$ cat src/rtl/iob_fifo_wr_ctrl_pkg.sv
// iob_fifo_wr_ctrl_pkg: pointer width and reset value shared with the read-side FIFO controller.
package iob_fifo_wr_ctrl_pkg;
  localparam int PTR_RST = 0;
  function automatic int ptr_w(input int addr_w);
    return addr_w + 1;
  endfunction
endpackage

$ cat src/rtl/iob_sync.sv
// iob_sync: multi-flop synchronizer with clock enable, async reset and sync clear.
module iob_sync #(
  parameter int DATA_W = 1,
  parameter int STAGES = 2
) (
  input  logic              clk_i,
  input  logic              arst_i,
  input  logic              cke_i,
  input  logic              rst_i,
  input  logic [DATA_W-1:0] d_i,
  output logic [DATA_W-1:0] q_o
);
  logic [STAGES-1:0][DATA_W-1:0] sync_q;
  always_ff @(posedge clk_i or posedge arst_i)
    if (arst_i) sync_q <= '0;
    else if (cke_i) sync_q <= rst_i ? '0 : {sync_q[STAGES-2:0], d_i};
  assign q_o = sync_q[STAGES-1];
endmodule

$ cat src/rtl/iob_fifo_wr_ctrl.sv
// iob_fifo_wr_ctrl: async FIFO write-side pointer/flag controller.
// Optional occupancy output level_o enabled by macro IOB_FIFO_WR_CTRL_LEVEL_EN.
module iob_fifo_wr_ctrl
  import iob_fifo_wr_ctrl_pkg::*;
#(
  parameter int ADDR_W      = 4,
  parameter int SYNC_STAGES = 2
) (
  input  logic                       clk_i,
  input  logic                       arst_i,
  input  logic                       cke_i,
  input  logic                       rst_i,
  input  logic                       w_en_i,
  input  logic [ptr_w(ADDR_W)-1:0]   r_gray_i,
  output logic [ptr_w(ADDR_W)-1:0]   w_gray_o,
  output logic [ADDR_W-1:0]          w_addr_o,
  output logic                       w_accept_o,
  output logic                       full_o,
  output logic                       overflow_o
`ifdef IOB_FIFO_WR_CTRL_LEVEL_EN
  ,
  output logic [ptr_w(ADDR_W)-1:0]   level_o
`endif
);
  localparam int PW = ptr_w(ADDR_W);
  localparam logic [PW-1:0] FULL_MASK = PW'(3) << (PW - 2);
  logic [PW-1:0] rgray_s, wbin_q, wbin_d, wgray_q;
  logic          ovf_q;
  iob_sync #(.DATA_W(PW), .STAGES(SYNC_STAGES)) u_sync (
    .clk_i  (clk_i),
    .arst_i (arst_i),
    .cke_i  (cke_i),
    .rst_i  (rst_i),
    .d_i    (r_gray_i),
    .q_o    (rgray_s)
  );
  // Full when the write pointer is exactly one lap ahead of the synchronized read pointer.
  assign full_o     = wgray_q == (rgray_s ^ FULL_MASK);
  assign w_accept_o = w_en_i & ~full_o & cke_i;
  assign wbin_d     = wbin_q + PW'(w_accept_o);
  assign w_addr_o   = wbin_q[ADDR_W-1:0];
  assign w_gray_o   = wgray_q;
  assign overflow_o = ovf_q;
  always_ff @(posedge clk_i or posedge arst_i)
    if (arst_i) begin
      wbin_q  <= PW'(PTR_RST);
      wgray_q <= PW'(PTR_RST);
      ovf_q   <= 1'b0;
    end else if (cke_i) begin
      wbin_q  <= rst_i ? PW'(PTR_RST) : wbin_d;
      wgray_q <= rst_i ? PW'(PTR_RST) : wbin_d ^ (wbin_d >> 1);
      ovf_q   <= ~rst_i & w_en_i & full_o;
    end
`ifdef IOB_FIFO_WR_CTRL_LEVEL_EN
  logic [PW-1:0] rbin_s, level_q;
  always_comb begin
    rbin_s = '0;
    for (int i = 0; i < PW; i++) rbin_s[i] = ^(rgray_s >> i);
  end
  always_ff @(posedge clk_i or posedge arst_i)
    if (arst_i) level_q <= PW'(PTR_RST);
    else if (cke_i) level_q <= rst_i ? PW'(PTR_RST) : wbin_d - rbin_s;
  assign level_o = level_q;
`endif
endmodule

$ cat config.mk
export PLATFORM = sky130hd
export DESIGN_NAME = iob_fifo_wr_ctrl
export DESIGN_NICKNAME = d
export VERILOG_FILES = /design/src/rtl/iob_fifo_wr_ctrl_pkg.sv /design/src/rtl/iob_sync.sv /design/src/rtl/iob_fifo_wr_ctrl.sv
export SDC_FILE = /design/constraint.sdc
export NUM_CORES = 1
export LEC_CHECK = 0
export CORE_MARGIN = 2
export CORE_UTILIZATION = 35
export CTS_CLUSTER_DIAMETER = 200
export DETAILED_ROUTE_END_ITERATION = 10
export MAX_ROUTING_LAYER = met4
export PLACE_DENSITY = 0.64
export SLEW_MARGIN = 20
export SYNTH_ARGS = -nofsm -noshare
export SYNTH_HDL_FRONTEND = slang
export SYNTH_SLANG_ARGS = --single-unit
$ cat constraint.sdc
create_clock -name clk_i -period 2.4 [get_ports clk_i]
set_input_delay 0.36 -clock clk_i [delete_from_list [all_inputs] [get_ports clk_i]]
set_output_delay 0.36 -clock clk_i [all_outputs]
set_load 0.05 [all_outputs]
==> results of run 1 <==
==> layer usage <==
layer	share of wire, %	vias to the layer above	track usage [%]
met1	48	334	17.0
met3	3.7	0	2.11
met4	0	0	5.23
met5	0	-	-
li1	-	323	-
met2	48	16	20.6
==> state kept, by name (all words and copies together), names as in the netlist <==
| signal | cells |
|---|---|
| u_sync.sync_q | 5 |
| w_gray_o | 4 |
| overflow_o | 1 |
| u_sync.q_o | 5 |
| wbin_q | 5 |
==> cells in the mapped netlist <==
master,n,area [um2]
dfrtp_1,20,500
a22o_1,10,87.6
o2bb2ai_1,7,61.3
nand2_1,6,22.5
xnor2_1,6,52.6
xor2_1,5,43.8
nand3_1,3,15.0
o21ai_0,3,15.0
buf_4,2,15.0
ha_1,2,25.0
inv_1,2,7.51
nand2b_1,2,12.5
nor2_1,2,7.51
a31oi_1,1,6.26
a32o_1,1,10.0
buf_2,1,5.00
nor3_2,1,10.0
o31ai_1,1,7.51
xor2_2,1,16.3
==> power by group through the flow <==
stage | Combinational (uW) | Clock [uW] | Sequential [uW]
floorplan | 60.7 | 0 | 396
global placement | 126 | 0 | 378
detailed placement | 128 | 0 | 378
CTS | 129 | 202 | 372
global route | 137 | 216 | 373
finish | 126 | 195 | 371
==> through the flow <==
| step | instances | utilization, % | setup TNS, ps |
|---|---|---|---|
| finish | 130 | 51.1 | 0 |
| CTS | 130 | 51.1 | 0 |
| floorplan | 76 | - | -229 |
| global route | 130 | 51.1 | 0 |
| detailed placement | 126 | 49.6 | 0 |
| global placement | 126 | 49.6 | 0 |
==> area by class of cell <==
cell class                 count  area, um2
fill                         237       1210
sequential                    20        507
multi-input combinational     51        444
timing repair buffer          23        233
tap                           30       37.5
clock buffer                   4       36.3
inverter                       2       7.51
==> final timing paths <==
path / from / end / slack (ps) / cells past startpoint
max: wbin_q[4] / w_gray_o[3] / 380 / 10
min: arst_i / w_gray_o[1] / 480 / 2
max reg2reg: wbin_q[4] / w_gray_o[3] / 380 / 10
min reg2reg: overflow_o / overflow_o / 510 / 1
max in group asynchronous: arst_i / w_gray_o[0] / 1410 / 2
min in group clk_i: overflow_o / overflow_o / 510 / 1
==> logic make-up after synthesis <==
logic type / after synthesis / share of synthesized area, %
DFF: 20 / 54.3
xor gates and xnor gates: 12 / 12.2
buffers and inverters: 5 / 2.99
adders and majority gates: 2 / 2.72
and+or+nand+nor: 14 / 7.34
AOI/OAI and AO/OA: 23 / 20.4
==> critical path, stage by stage, from the launching register on <==
cell and delay [ps]:
dfrtp_2 460, xor2_1 160, nand3_1 150, nor3_4 240, nor2_4 80, ha_4 170, ha_4 170, nand3_2 80
xnor2_1 130, xnor2_1 80, a22o_1 190
==> impl_metrics.json, run 1 <==
{
  "synth.distinct_cells": 19,
  "max_freq_mhz": 495,
  "finalSetupViolCount": 0,
  "coreArea_um2": 2480,
  "hold_slack_ps": 483,
  "hold_class": "in -> async",
  "final_common_cell": "clkdlybuf4s50_1",
  "grt_max_degree": 21,
  "crit_required_ps": 2600,
  "die_x_um": 55.3,
  "grt_pass1_wl_mm": 3.13,
  "postCtsHoldBufs": 0,
  "clkTransAtPathRegs_ps": 110,
  "avgSynthCellArea_um2": 12.1,
  "clkPwrFrac_pct": 28.2,
  "hold_viol_final": 0,
  "critical_path_arrival_ps": 2220,
  "nets": 113,
  "synth_seq_cells": 20,
  "area_growth_pct": 37.4,
  "drv_slew": 0,
  "ant_nets": 0,
  "cell_internal_pwr_uw": 505,
  "power.density_nw_per_um2": 548,
  "grt_pass1_vias": 697,
  "relSlewSlack_pct": 47.7,
  "drcViolationCount": 0,
  "initial_core_util_pct": 37.2,
  "pin_count": 22,
  "cts_tree": "built",
  "cts-resized-gates": 0,
  "antenna_found_initial": 0,
  "place_ws_ps": 249,
  "comb_power_share_pct": 18.2,
  "die_h_um": 55.3,
  "cts_root_buffer": "clkbuf_4",
  "drv.max_cap_violation_count": 0,
  "cp-start-kind": "register",
  "synth_warnings": 0,
  "clkSinkCount": 20,
  "switchingPower_uw": 188,
  "cts.path.max_buffers": 2,
  "post_cts_buffers": 0,
  "routedWlPerCell_um": 14.3,
  "yosysSeqAreaShare_pct": 54.3,
  "grt_usage_pct": 13.1,
  "critPathCaptureType": "register",
  "dieArea_um2": 3060,
  "p_seq_share_pct": 53.6,
  "critical_path.max_fanout": 5,
  "clk_latency_ps": 300,
  "numCtsBuffers": 3,
  "place.gp.congestion": 0.699,
  "synth_nets": 88,
  "power_uw": 693,
  "drt-pass1-iter-count": 4,
  "max-vdd-ir-drop_v": 0.000357,
  "antenna-diode-count": 0,
  "critical_path_class": "reg -> reg",
  "grt.overflow.total": 0,
  "drive_above_1_share_pct": 20.0,
  "worst_slack_ps": 380,
  "port-buffer-count": 21,
  "drtIter0Drc": 9,
  "sw_frac_of_total_pct": 27.1,
  "rows": 18,
  "worstMarginPinSlew_ps": 782,
  "final_cell_area_um2": 1260,
  "wirelength_mm": 1.86,
  "syn_area_um2": 921,
  "fin_skew_ps": 4.24,
  "via_count": 673,
  "outcome": "finished clean",
  "place_area_um2": 1230,
  "synth_cells": 76,
  "viasPerCell": 5.18,
  "dp_hpwl_mm": 1.36,
  "rsz0062_at_grt": "no",
  "period_needed_ps": 2020,
  "final_cell_mix": "clkdlybuf4s50_1 (19), dfrtp_1 (15), a22o_1 (10)",
  "leakage_uw": 0.000532,
  "fin_crit_sh_pct": 84.2,
  "cts.htree.levels": 1
}
Note: power is estimated with default switching activity, not from simulation.
==> inputs of run 2 (changes only) <==
Clock period 2.4 ns to 2.1 ns, I/O delays scaled along.
==> run 2 against run 1 <==
  * Total power is 29% higher
  * Design area is 4.6% higher
  * Worst hold slack worse by 170 ps
  * Count of clock-buffer cells in the layout is 1 lower
  * Die area stayed put
  * Utilization is 2.4 points higher
  * Sequential cell count stayed put
  * Clock power is 63% higher
  * Non-clock buffer count is 4 higher
  * Combinational power is 19% higher
  * Worst setup slack worse by 270 ps
  * Critical path type is now reg -> out
  * Highest routed layer is now met4
==> impl_metrics.json, run 2 (same netlist as run 1, synthesis figures left out) <==
{
  "cts-resized-gates": 0,
  "drtIter0Drc": 3,
  "drive_above_1_share_pct": 23.1,
  "place.gp.congestion": 0.683,
  "cts.htree.levels": 1,
  "fin_skew_ps": 8.92,
  "cts.path.max_buffers": 2,
  "hold_class": "in -> async",
  "critical_path.top_delay_family": "buffers and inverters",
  "rows": 18,
  "numCtsBuffers": 3,
  "routedWlPerCell_um": 14.0,
  "power_uw": 890,
  "grt_usage_pct": 13.3,
  "post_cts_buffers": 0,
  "cts_root_buffer": "clkbuf_4",
  "multi_input_area_um2": 444,
  "worst_slack_ps": 114,
  "coreArea_um2": 2480,
  "area_growth_pct": 43.8,
  "via_count": 689,
  "relSlewSlack_pct": 49.9,
  "die_x_um": 55.3,
  "initial_core_util_pct": 37.2,
  "max-vdd-ir-drop_v": 0.000385,
  "cp-start-kind": "register",
  "n_fill_cell": 233,
  "power.density_nw_per_um2": 672,
  "nets": 117,
  "register_area_um2": 507,
  "fin_setup_tns_ps": 0,
  "cts_tree": "built",
  "period_needed_ps": 1990,
  "worst-path-buf-inv": 1,
  "clkSinkCount": 20,
  "postCtsHoldBufs": 0,
  "final_cells": 134,
  "critPathCaptureType": "output port",
  "clk_latency_ps": 310,
  "fin_crit_sh_pct": 94.6,
  "place_ws_ps": 56.0,
  "grt_max_degree": 21,
  "critical_path.max_fanout": 7,
  "port-buffer-count": 21,
  "worstMarginPinSlew_ps": 749,
  "drv.max_cap_violation_count": 0,
  "viasPerCell": 5.14,
  "critical_path_class": "reg -> out",
  "grt_pass1_vias": 736,
  "cpPeakStageDelay_ps": 860,
  "rsz0062_at_grt": "no",
  "die_h_um": 55.3,
  "grt.overflow.total": 0,
  "final_common_cell": "clkdlybuf4s50_1",
  "cp_cell_sequence": "clkdlybuf4s50_1",
  "leakage_uw": 0.000562,
  "finalSetupViolCount": 0,
  "cp_slowest_cell": "clkdlybuf4s50_1",
  "pin_count": 22,
  "wirelength_mm": 1.87,
  "drt-pass1-iter-count": 4,
  "drcViolationCount": 0,
  "dp.cells": 130,
  "dieArea_um2": 3060,
  "antenna-diode-count": 0,
  "antenna_found_initial": 0,
  "ant_nets": 0,
  "clkTransAtPathRegs_ps": 120,
  "crit_required_ps": 1780,
  "critical_path_arrival_ps": 1670,
  "dp_hpwl_mm": 1.33,
  "max_freq_mhz": 504,
  "final_cell_mix": "clkdlybuf4s50_1 (19), dfrtp_1 (15), a22o_1 (10)",
  "drv_slew": 0,
  "grt_pass1_wl_mm": 3.19,
  "hold_viol_final": 0,
  "outcome": "finished clean",
  "hold_slack_ps": 314
}
## run 2: changes by cell type in the layout (fill, tap and decap cells not counted)
cell and delta:
buf_4 +3, bufinv_16 +1, buf_12 +1, clkbuf_8 -1
## run 2: cell type report
cell class | instances | area share [%]
Tap cell | 30 | 2.84
Inverter | 2 | 0.567
Multi-Input combinational cell | 51 | 33.6
Clock inverter | 1 | 2.27
Timing Repair Buffer | 27 | 20.8
Clock buffer | 3 | 1.70
Sequential cell | 20 | 38.3
## run 2: worst min-delay path, cell delays in order
cell	delay (ps)
clkdlybuf4s50_1	390
inv_1	50
buf_4	270
## run 2: path summary, 6_finish.rpt
check                                 from               end  slack (ps)  cells after the start
max in group asynchronous           arst_i       w_gray_o[3]        1540                      3
worst min register to register  overflow_o        overflow_o         510                      1
worst max-delay path             wbin_q[2]       w_addr_o[2]         110                      1
worst max register to register   wbin_q[4]       w_gray_o[3]         140                     10
min in group clk_i              overflow_o        overflow_o         510                      1
worst min-delay path                arst_i  u_sync.sync_q[1]         310                      3
## run 2: through the flow
stage	util, %	area [um2]
2_1_floorplan	-	978
3_3_place_gp	51.3	1270
3_5_place_dp	51.3	1270
4_1_cts	53.4	1320
5_1_grt	53.4	1320
6_report	53.4	1320
## run 2: per-layer routing
layer / global-route usage, % / vias to the layer above / share of wire (%)
li1: - / 329 / -
met1: 16.8 / 341 / 49
met2: 21.9 / 17 / 46
met3: 2.11 / 2 / 3.9
met4: 4.18 / 0 / 1.1
met5: - / - / 0
## run 2: report_power, final
part | switching, uW | internal, uW | total (uW)
combinational | 80.7 | 69.5 | 150
sequential | 17.1 | 406 | 423
clock | 124 | 193 | 317
total | 222 | 669 | 890
==> inputs of run 3 (changes only) <==
Settings changed: CTS_CLUSTER_DIAMETER 200 to 60.
==> results of run 3 <==
Same layout as run 2: the final DEF is identical, and so are final timing and power.
